==> src/rtl/lcd_host_agent.sv <==
// System-side partner for the LCD controller: image ROM, command script issue and result capture.
// Optional HOST_TIMEOUT_EN adds a run watchdog and a sticky timeout output.
module lcd_host_agent #(
   parameter int SCRIPT_DEPTH   = 32,
   parameter int CMD_GAP        = 1,
   parameter int TIMEOUT_CYCLES = 4096,
   localparam int AW            = $clog2(SCRIPT_DEPTH)
) (
   input  logic          clk,
   input  logic          reset,
   input  logic          img_we,
   input  logic [5:0]    img_addr,
   input  logic [7:0]    img_data,
   input  logic          scr_we,
   input  logic [AW-1:0] scr_addr,
   input  logic [2:0]    scr_data,
   input  logic [AW:0]   scr_len,
   input  logic          start,
   input  logic          IROM_EN,
   input  logic [5:0]    IROM_A,
   output logic [7:0]    IROM_Q,
   output logic [2:0]    cmd,
   output logic          cmd_valid,
   input  logic          busy,
   input  logic          done,
   input  logic          IRB_RW,
   input  logic [5:0]    IRB_A,
   input  logic [7:0]    IRB_D,
   input  logic [5:0]    rb_addr,
   output logic [7:0]    rb_data,
`ifdef HOST_TIMEOUT_EN
   output logic          timeout,
`endif
   output logic          running,
   output logic          finish,
   output logic [15:0]   checksum,
   output logic [6:0]    wr_count,
   output logic          err
);

   // state   | meaning
   // S_IDLE  | waiting for start
   // S_WAIT  | waiting for busy low before next command
   // S_ISSUE | cmd_valid high for one cycle
   // S_GAP   | CMD_GAP idle cycles after a command
   // S_DONE  | write command issued, waiting for done
   // S_FIN   | one-cycle finish pulse, error latched
   typedef enum logic [2:0] {S_IDLE, S_WAIT, S_ISSUE, S_GAP, S_DONE, S_FIN} state_t;

   logic [7:0] rom    [64];
   logic [2:0] script [SCRIPT_DEPTH];
   logic [7:0] res    [64];

   state_t      state, state_nxt;
   logic [AW:0] idx, idx_nxt, len, len_nxt;
   logic [3:0]  gap_cnt, gap_nxt;
   logic [2:0]  cmd_nxt, issue_code;
   logic        cmd_valid_nxt, running_nxt, finish_nxt, err_nxt, clr_acc;
   logic        irb_wr;
   logic [6:0]  wr_count_nxt;

   always_ff @(posedge clk) begin
      if (img_we && !running) rom[img_addr] <= img_data;
      if (scr_we && !running) script[scr_addr] <= scr_data;
      if (irb_wr) res[IRB_A] <= IRB_D;
   end

   always_ff @(posedge clk or posedge reset) begin
      if (reset)         IROM_Q <= 8'd0;
      else if (!IROM_EN) IROM_Q <= rom[IROM_A];
   end

   assign rb_data = res[rb_addr];
   assign irb_wr  = !IRB_RW && running;

   // the write landing on the same edge as finish is still counted before err is judged
   always_comb begin
      wr_count_nxt = wr_count;
      if (irb_wr && wr_count != 7'd127) wr_count_nxt = wr_count + 7'd1;
   end

   always_ff @(posedge clk or posedge reset) begin
      if (reset) begin
         checksum <= 16'd0;
         wr_count <= 7'd0;
      end else if (clr_acc) begin
         checksum <= 16'd0;
         wr_count <= 7'd0;
      end else if (irb_wr) begin
         checksum <= checksum + {8'h00, IRB_D};
         wr_count <= wr_count_nxt;
      end
   end

   assign issue_code = (idx >= len) ? 3'd0 : script[idx[AW-1:0]];

`ifdef HOST_TIMEOUT_EN
   localparam int TW = $clog2(TIMEOUT_CYCLES + 1);
   logic [TW-1:0] tmo_cnt, tmo_nxt;
   logic          timeout_nxt, tmo_hit;
   assign tmo_hit = running && (tmo_cnt == '0) && (state != S_FIN);
`endif

   always_comb begin
      state_nxt     = state;
      idx_nxt       = idx;
      len_nxt       = len;
      gap_nxt       = gap_cnt;
      cmd_nxt       = cmd;
      cmd_valid_nxt = 1'b0;
      running_nxt   = running;
      finish_nxt    = 1'b0;
      err_nxt       = err;
      clr_acc       = 1'b0;
`ifdef HOST_TIMEOUT_EN
      timeout_nxt   = timeout;
      tmo_nxt       = tmo_cnt;
      if (running && tmo_cnt != '0) tmo_nxt = tmo_cnt - 1'b1;
`endif
      case (state)
         S_IDLE: if (start) begin
            len_nxt     = scr_len;
            idx_nxt     = '0;
            err_nxt     = 1'b0;
            running_nxt = 1'b1;
            clr_acc     = 1'b1;
            state_nxt   = S_WAIT;
`ifdef HOST_TIMEOUT_EN
            timeout_nxt = 1'b0;
            tmo_nxt     = TW'(TIMEOUT_CYCLES - 1);
`endif
         end
         S_WAIT: if (!busy) begin
            cmd_nxt       = issue_code;
            cmd_valid_nxt = 1'b1;
            state_nxt     = S_ISSUE;
         end
         S_ISSUE: begin
            if (cmd == 3'd0) begin
               state_nxt = S_DONE;
            end else begin
               idx_nxt   = idx + 1'b1;
               gap_nxt   = 4'(CMD_GAP - 1);
               state_nxt = S_GAP;
            end
         end
         S_GAP: begin
            if (gap_cnt == 4'd0) state_nxt = S_WAIT;
            else                 gap_nxt   = gap_cnt - 4'd1;
         end
         S_DONE: if (done) begin
            finish_nxt  = 1'b1;
            running_nxt = 1'b0;
            err_nxt     = (wr_count_nxt != 7'd64);
            state_nxt   = S_FIN;
         end
         S_FIN:   state_nxt = S_IDLE;
         default: state_nxt = S_IDLE;
      endcase
`ifdef HOST_TIMEOUT_EN
      if (tmo_hit) begin
         cmd_valid_nxt = 1'b0;
         finish_nxt    = 1'b1;
         running_nxt   = 1'b0;
         err_nxt       = 1'b1;
         timeout_nxt   = 1'b1;
         state_nxt     = S_FIN;
      end
`endif
   end

   always_ff @(posedge clk or posedge reset) begin
      if (reset) begin
         state     <= S_IDLE;
         idx       <= '0;
         len       <= '0;
         gap_cnt   <= 4'd0;
         cmd       <= 3'd0;
         cmd_valid <= 1'b0;
         running   <= 1'b0;
         finish    <= 1'b0;
         err       <= 1'b0;
      end else begin
         state     <= state_nxt;
         idx       <= idx_nxt;
         len       <= len_nxt;
         gap_cnt   <= gap_nxt;
         cmd       <= cmd_nxt;
         cmd_valid <= cmd_valid_nxt;
         running   <= running_nxt;
         finish    <= finish_nxt;
         err       <= err_nxt;
      end
   end

`ifdef HOST_TIMEOUT_EN
   always_ff @(posedge clk or posedge reset) begin
      if (reset) begin
         tmo_cnt <= '0;
         timeout <= 1'b0;
      end else begin
         tmo_cnt <= tmo_nxt;
         timeout <= timeout_nxt;
      end
   end
`endif

endmodule

==> config.mk <==
export PLATFORM = sky130hd
export DESIGN_NAME = lcd_host_agent
export DESIGN_NICKNAME = d
export VERILOG_FILES = /design/src/rtl/lcd_host_agent.sv
export SDC_FILE = /design/constraint.sdc
export NUM_CORES = 1
export LEC_CHECK = 0
export CAP_MARGIN = 40
export CORE_ASPECT_RATIO = 1.4
export CORE_MARGIN = 2
export CORE_UTILIZATION = 30
export DETAILED_ROUTE_END_ITERATION = 16
export GPL_ROUTABILITY_DRIVEN = 0
export PLACE_DENSITY_LB_ADDON = 0.15
export SLEW_MARGIN = 10
export SYNTH_ARGS = -nofsm -noshare
export SYNTH_HDL_FRONTEND = slang
export SYNTH_SLANG_ARGS = --single-unit
==> constraint.sdc <==
create_clock -name clk -period 3.3 [get_ports clk]
set_input_delay 0.66 -clock clk [delete_from_list [all_inputs] [get_ports clk]]
set_output_delay 0.66 -clock clk [all_outputs]
set_load 0.005 [all_outputs]
==> impl_metrics.toml <==
[outcome]
outcome = "complete, no violations"

[global_routing]
grt_max_degree = 65
overflow = 0
grt_pass1_wl_um = 180700
grtUsageTotal = 0.1571
antenna_found_initial = 4
grt_pass1_vias = 25820

[yosys]
synth_cell_type_count = 59
syn_area_um2 = 46650
synth-seq-cells = 1177
synthArstFlopShare = 0.04843
syn_nets = 2478
yosys-top-cells-area = "edfxtp_1, mux4_2, dfrtp_1"
avgSynthCellArea_um2 = 19.47
yosysWarnings = 0
yosysTopAreaCellShare = 0.7210
ys_seq_area_frac = 0.7516
synth_ff_type = "edfxtp_1"
yosysTopAreaCell = "edfxtp_1"
synth_edf_count = 1120
netlist_instances = 2396

[routing]
drt_wl_total_um = 125200
routedWlPerCell_um = 25.02
detail_route.iter0.violations = 1873
ant_nets = 0
drc = 0
post_drt_via_cell_ratio = 4.830
route.vias.total = 24160
drtPass1Iterations = 5

[sta]
worst_pin_slew_ns = 0.8456
period_needed_ns = 3.281
fin_skew_ns = 0.02051
finalMaxSlewViolations = 0
setup_viol = 0
finalHoldViolCount = 0
finalWorstSetupSlack_ns = 0.01906
grt_setup_unrepaired = "true"
max_freq_ghz = 0.3048
slew_headroom = 0.4363
finalCritPeriodShare = 0.9942
holdWs_ns = 0.3190

[critical_path]
crit_slowest_cell = "mux4_2"
worstPathCellList = "clkbuf_16 -> bufbuf_16 -> buf_4 -> mux4_2 -> a221oi_4 -> o21ai_1 -> and4_4 -> dlygate4sd2_1"
crit_cells = 8
cp-endpoint = "rb_data[3]"
worstPathArrival_ns = 2.62
rr_worst_depth = 9
worstPathRequired_ns = 2.64
setup.worst_path.start = "rb_addr[0]"
endpoint_kind = "output port"
cp-start-kind = "input pin"
crit_family = "buffers and inverters"
path_buf_inv = 4
rrSetupSlack_ns = 0.78
r2r_end = "checksum[10]"
path_class = "input pin to output port"
max_stage_delay_ns = 0.54
reg2reg_from = "checksum[0]"
path_max_fanout = 6

[power_and_ir_drop]
leakage_nw = 18.72
power_density_nw_per_um2 = 601.5
ir_drop_mv = 0.4955
power_w = 0.03419

[finish]
final_common_cell = "edfxtp_1"
multi_input_area_um2 = 11240
stdcell_count = 5003
n_fill_cell = 14330
final_layout_size_suffix_gt1_frac = 0.2871
layout_common_cells = "edfxtp_1, buf_4, mux4_2, nor2_1, clkbuf_16"
finalNetCount = 2904
seq_area_um2 = 35060
syn2layout_area_growth_pct = 21.85

[floorplan]
die_area_um2 = 158700
ios = 109
die_y_um = 470.6
initial_core_util = 0.3015
core_area_um2 = 154700
rows = 171
dieWidth_um = 337.3

[clocking]
clock-root-buffer = "clkbuf_16"
path_clk_slew_ns = 0.06
insertion_delay_ns = 0.74
htreeDepth = 3
cts_sinks = 1177
numCtsBuffers = 120
cts_tree = "yes"
clockBufferDepth = 3

[run]
timing.max_cap.violations = 0

[placement]
hpwl_um = 83930
post-place-ws_ns = -0.4906
placed_cells = 4760
port_buffers = 108

[worst_hold_path]
worstHoldPathType = "input pin to async pin"
[logic make-up after synthesis]
| kind of cell | synth area share |
|---|---|
| xor gates and xnor gates | 0.003568 |
| DFF | 0.7516 |
| buffers and inverters | 0.01491 |
| muxes | 0.1497 |
| and+or+nand+nor | 0.04563 |
| adders and majority gates | 0.005257 |
| AOI/OAI and AO/OA | 0.02937 |
[per-layer routing]
layer,routed length (um),global-route usage,vias up
li1,-,-,10630
met1,49050,0.1838,12770
met2,66530,0.2858,566
met3,4718,0.02051,196
met4,4897,0.06676,2
met5,8,0,-
[synth_stat cells (all sizes together), types with 9 or more instances]
master,number
nor2,213
a221oi,31
nor2b,13
xnor2,9
nand3b,14
xor2,10
mux2i,120
mux4,250
edfxtp,1120
dfrtp,57
a22oi,34
nor3,24
inv,12
a21oi,28
o21ai,70
nand3,37
or3,11
clkbuf,61
buf,65
nand2,81
ha,18
and4,9
[sequential cells by signal (all words and copies together), names as in the netlist, 4 cells and up]
register	flops
checksum	16
rom	512
IROM_Q	8
gap_cnt	4
len	6
wr_count	7
script	96
idx	6
res	512
[where the power goes]
| group | internal (W) | total, W | switching, W |
|---|---|---|---|
| clock network | 0.00791 | 0.0138 | 0.00587 |
| registers | 0.0166 | 0.0169 | 0.000292 |
| logic | 0.00152 | 0.00351 | 0.00199 |
| total | 0.0260 | 0.0342 | 0.00815 |
[repair_timing]
action	CTS	global route
pin swaps	11	3
buffers inserted	13	0
hold buffers	0	0
gates cloned	4	0
resized for setup	108	14
endpoints found under the setup margin	8	6
endpoints found under the hold margin	0	0
[worst reg2reg max path: stages, from the launching register on]
cell and delay (ns):
dfrtp_1 0.41, ha_1 0.22, fa_1 0.41, a21o_1 0.24
a2111oi_0 0.43, nor3_1 0.16, buf_2 0.20, nand4_1 0.12
xor2_1 0.16, nor2_1 0.05
[area by class of cell]
| class | instances | share of cell area |
|---|---|---|
| flip-flops and latches | 1177 | 0.6168 |
| repair buffers | 432 | 0.06835 |
| clock buffers | 153 | 0.05717 |
| diodes | 1 | 0.00004403 |
| inverters | 13 | 0.0008806 |
| clock inverters | 73 | 0.01321 |
| well taps | 2076 | 0.04570 |
| multi-input cells | 1078 | 0.1978 |
[per-stage QoR]
step,utilization,TNS [ns],cell area (um2)
after CTS,0.3667,-0.03474,56720
after detailed placement,0.3371,-3.605,52150
after global placement,0.3369,-3.552,52110
final,0.3674,0,56840
after floorplan,-,0,46650
after global routing,0.3674,-0.03706,56840
[how the worst min path moves through the flow]
stage                           start     endpoint  slack (ns)
after floorplan                len[0]       len[0]        0.45
after global placement         len[0]       len[0]        0.48
after detailed placement       len[0]       len[0]        0.48
after CTS                 img_data[6]   rom[50][6]        0.24
after global routing      img_data[6]   rom[51][6]        0.28
final                           reset  wr_count[5]        0.32
(Power assumes the default switching activity.)
